===== config.mk =====
export PLATFORM = sky130hd
export DESIGN_NAME = data_sync
export DESIGN_NICKNAME = d
export VERILOG_FILES = /design/src/rtl/data_sync.sv
export SDC_FILE = /design/constraint.sdc
export NUM_CORES = 1
export LEC_CHECK = 0
export ABC_AREA = 1
export CORE_AREA = 3 3 40 42
export CTS_BUF_LIST = sky130_fd_sc_hd__clkbuf_16
export CTS_CLUSTER_DIAMETER = 60
export DETAILED_ROUTE_END_ITERATION = 10
export DIE_AREA = 0 0 43 45
export PLACE_DENSITY = 0.78
export REMOVE_ABC_BUFFERS = 1
export SYNTH_ARGS = -nofsm -noshare
export SYNTH_HDL_FRONTEND = slang
export SYNTH_SLANG_ARGS = --single-unit

===== constraint.sdc =====
create_clock -name clk -period 1.1 [get_ports clk]
set_input_delay 0.22 -clock clk [delete_from_list [all_inputs] [get_ports clk]]
set_output_delay 0.22 -clock clk [all_outputs]
set_load 0.05 [all_outputs]

===== src/rtl/data_sync.sv =====
// Multi-bit CDC synchronizer: level enable crosses through a flop chain,
// its rising edge captures the held data bus and emits a one-cycle pulse.
module data_sync #(
    parameter int NUM_STAGES = 2,
    parameter int BUS_WIDTH  = 8
) (
    input  logic                 clk,
    input  logic                 reset,
    input  logic [BUS_WIDTH-1:0] unsync_bus,
    input  logic                 bus_enable,
    output logic [BUS_WIDTH-1:0] sync_bus,
    output logic                 enable_pulse
);

    logic [NUM_STAGES-1:0] chain;
    logic                  prev;
    logic                  pulse_comb;

    // Only the enable is multi-flop synchronized; the bus is sampled once
    // after the enable has settled, relying on the source holding it stable.
    always_ff @(posedge clk or negedge reset) begin
        if (!reset) begin
            chain <= '0;
        end else begin
            chain <= {chain[NUM_STAGES-2:0], bus_enable};
        end
    end

    always_ff @(posedge clk or negedge reset) begin
        if (!reset) begin
            prev <= 1'b0;
        end else begin
            prev <= chain[NUM_STAGES-1];
        end
    end

    assign pulse_comb = chain[NUM_STAGES-1] & ~prev;

    always_ff @(posedge clk or negedge reset) begin
        if (!reset) begin
            sync_bus     <= '0;
            enable_pulse <= 1'b0;
        end else begin
            sync_bus     <= pulse_comb ? unsync_bus : sync_bus;
            enable_pulse <= pulse_comb;
        end
    end

endmodule

Yosys cells after proc, flatten, opt, wreduce, memory -nomap -nowiden
Index checks and enable logic that the tools add are counted.
- register bits: 12
- input bits: 11
- output and inout bits: 9
- logic and storage cells: 6
- bitwise gates (word level): 2
- operators by type and width (kind ; number):
    $and A1 B1 Y1 ; 1
    $not A1 Y1 ; 1

Depth between registers and ports, before layout
- depth after elaboration: 2
- mapped depth: 4
- gate-level depth less buffers: 4

Worst setup path after synthesis
Ideal clock, no wire load.
- path type: flip-flop to flip-flop
- start point: reg sync_bus[3] (netlist name)
- end point: reg sync_bus[3]
- setup time: 0.119 ns
- arrival time: 0.718 ns
- required time: 0.981 ns
- path slack: 0.263 ns
- stages on the path, launching flop included: 3
- path buffers: 0
- period minus slack after synthesis: 0.837 ns
- cells stage by stage: dfrtp_1 > nand2_2 > nand2_1
- RTL lines (element ; RTL line ; RTL):
    to (signal assigned) ; 44 ; sync_bus <= pulse_comb ? unsync_bus : sync_bus;
    to (decl) ; 11 ; output logic [BUS_WIDTH-1:0] sync_bus,

Worst setup path in the final report
- start point: reg sync_bus[4]
- end point: out sync_bus[4]
No word-level cell between the ends.

==> impl_results.md <==
* Outcome: complete, no violations
* Area after detailed placement at ~740 um2
* Slowest library cell on the worst path: sky130_fd_sc_hd__dfrtp_1
* FF-to-FF path depth at 3
* Slew margin rel. at between 70% and 80%
* Antenna fix cells at 0
* Die Footprint at approximately 0.0019 mm2
* Final period utilization at 94.31%
* Via count normalized by instance count at approximately 4.6
* Hold_ws at 0.2921 ns
* Number of instances in the synthesized netlist at 40
* Delay of the slowest cell on the worst path at between 0.4 and 0.5 ns
* Share of the synthesized area in the top cell type at 67.23%
* Number of library cell types mapped by synthesis at 8
* Final count of hold timing violations at 0
* Post-CTS sizing at 0
* Synthesized flop and latch total at 12
* Clock Sinks at 12
* Cell area after layout at around 820 um2
* Final core utilization at between 60% and 70%
* Post-CTS setup repair buffer count at 0
* # rows at 13
* # hold bufs at CTS at 0
* Antenna violations before repair at 0
* Number of maximum-capacitance constraint violations at 0
* Final max-slew violation count at 0
* Final antenna-violating net count at 0
* Largest vdd supply drop at approximately 900 uV
* Avg WL per Cell at between 10 and 15 um
* Iter 0 DRT Violations at 5
* Total global routing overflow at 0
* Type of the most critical hold path: primary input to async pin
* Setup violations, final at 0
* Top Family by Delay on Critical Path: flip-flops
* Type of the worst setup path: flip-flop to output port
* Area taken by multi-input logic gates at between 100 and 150 um2
* Growth of design area from synthesis to finish at 82.91%
* Mapped Avg Cell Area at approximately 11 um2
* Largest buffer count on any clock path at 2
* Data required time at the worst endpoint at between 0.8 and 0.9 ns
* Number of top-level pins at 20
* Reg-to-reg startpoint: chain[1]
* Nature of the critical path startpoint: flip-flop
* YS warnings at 0
* Maximum number of pins on one net before global-route repair at 13
* Initial core utilization at 34.76%
* First-pass GRT wire length at ~1.6 mm
* Vertical die dimension at between 40 and 50 um
* Number of I/O port buffers at 19
* TritonCTS Buffers at 3
* Detailed-route via count at 351
* Cell Chain, Critical Path: buf_12
* CP Buf/Inv Count at 1
* Worst setup EP type: output port
* Power per cell area at between 1500 and 2000 mW/mm2
* Area of the placeable core at between 0.001 and 0.0015 mm2
* Clock tree from TritonCTS: yes
* Source-to-sink clock delay at the later pin of the worst-skew pair at between 0.2 and 0.25 ns
* Library cell occupying the most area in the post-synthesis netlist: sky130_fd_sc_hd__dfrtp_1
* RR Endpoint: sync_bus[6]
* Post-synthesis cell area at ~450 um2
* Die X-Extent at 43 um
* CTS Root Buffer Type: sky130_fd_sc_hd__clkbuf_16
* Peak fanout along the critical path at 2
* Largest cells by area after synthesis: sky130_fd_sc_hd__dfrtp_1, sky130_fd_sc_hd__nand2_1, sky130_fd_sc_hd__nand3_1, sky130_fd_sc_hd__nand2_8, sky130_fd_sc_hd__nand2_2
* Leak pwr at 0.3933 nW
* Reg area at between 300 and 400 um2
* Ratio of cells with drive above 1 in the final layout at about 27%
* Count of filler cells inserted in the layout at 95
* Max Clk Rate at between 900 and 1000 MHz
* Setup TNS at 0 ns
* Clock-pin transition on the worst setup and hold timing paths at 0.04 ns
* Global routing usage summed across all routing layers at around 12%
* Clock skew at just over 0.0009 ns
* Wire length reported by the detailed router at approximately 960 um
* Number of H-tree levels at 1
* Via count of the first global-routing pass at 373
* Critical path origin: sync_bus[4]
* Total power after layout at between 0.0015 and 0.002 W
* Capturing instance or port of the critical path: sync_bus[4]
* Worst path depth at 1
* Portion of the post-synthesis area used by sequential elements at roughly two thirds
* Worst reg-to-reg setup slack at about 0.14 ns
* Unrepaired setup endpoints after global routing: no
* Data arrival at the endpoint of the critical path at 0.82 ns
* Period minus WS final at 1.037 ns
* DR DRC count at 0
* Measured slew at the worst slew-check pin at roughly 0.45 ns
* TritonRoute pass-1 iters at 3
* Number of nets in the final layout at 75
* Placer Congestion at about 0.70
[where the power goes]
part / switching [W] / internal (W) / leakage, nW
registers: 0.0000552 / 0.000489 / 0.146
logic: 0.000202 / 0.000203 / 0.210
clock network: 0.000157 / 0.000470 / 0.0370
total: 0.000414 / 0.00116 / 0.393
[synthesized netlist by cell type]
library cell,instances
sky130_fd_sc_hd__inv_1,1
sky130_fd_sc_hd__inv_4,1
sky130_fd_sc_hd__nand2_1,14
sky130_fd_sc_hd__buf_6,1
sky130_fd_sc_hd__nand2_8,1
sky130_fd_sc_hd__nand2_2,2
sky130_fd_sc_hd__nand3_1,8
sky130_fd_sc_hd__dfrtp_1,12
[kinds of logic (layout without fill, tap and decap cells)]
family | Yosys count | count (layout) | share of synthesized area (%)
simple gates | 25 | 25 | 28.01
flops | 12 | 12 | 67.23
buf+inv | 3 | 25 | 4.762
[flip-flops by register name (all words and copies together) (netlist names)]
register	cells
sync_bus	8
chain	2
enable_pulse	1
prev	1
[cell usage in the layout, fill, tap and decap left out, drive strengths merged]
| cell type | count |
|---|---|
| nand2 | 17 |
| dfrtp | 12 |
| clkdlybuf4s50 | 10 |
| buf | 10 |
| nand3 | 8 |
| clkbuf | 3 |
| inv | 2 |
[layout make-up]
type                       count  area share (%)
timing repair buffer          20           35.22
sequential                    12           36.75
tap                           15           2.297
clock buffer                   3           9.188
multi-input combinational     25           15.31
inverter                       2           1.225
[metal layers]
metal	wire (um)	GRT usage, %	up-vias
li1	-	-	173
met5	0	0	-
met2	463	19.76	18
met4	12	7.229	0
met3	88	6.773	2
met1	394	13.10	158
[worst min path at each step]
| stage | start | end | slack (ns) | depth (start not counted) |
|---|---|---|---|---|
| 6_report | reset | chain[1] | 0.29 | 2 |
| 5_1_grt | reset | sync_bus[3] | 0.32 | 2 |
| 4_1_cts | reset | sync_bus[1] | 0.30 | 2 |
| 3_5_place_dp | chain[0] | chain[1] | 0.35 | 0 |
| 3_3_place_gp | chain[0] | chain[1] | 0.34 | 0 |
| 2_1_floorplan | reset | chain[0] | -0.08 | 0 |
[per-stage QoR]
step           instances  setup WS (ns)
2_1_floorplan         39         0.2432
5_1_grt               77        0.04251
4_1_cts               77        0.05822
6_report              77        0.06257
3_5_place_dp          74         0.1213
3_3_place_gp          74         0.1862
Note: power is estimated with default switching activity, not from simulation.
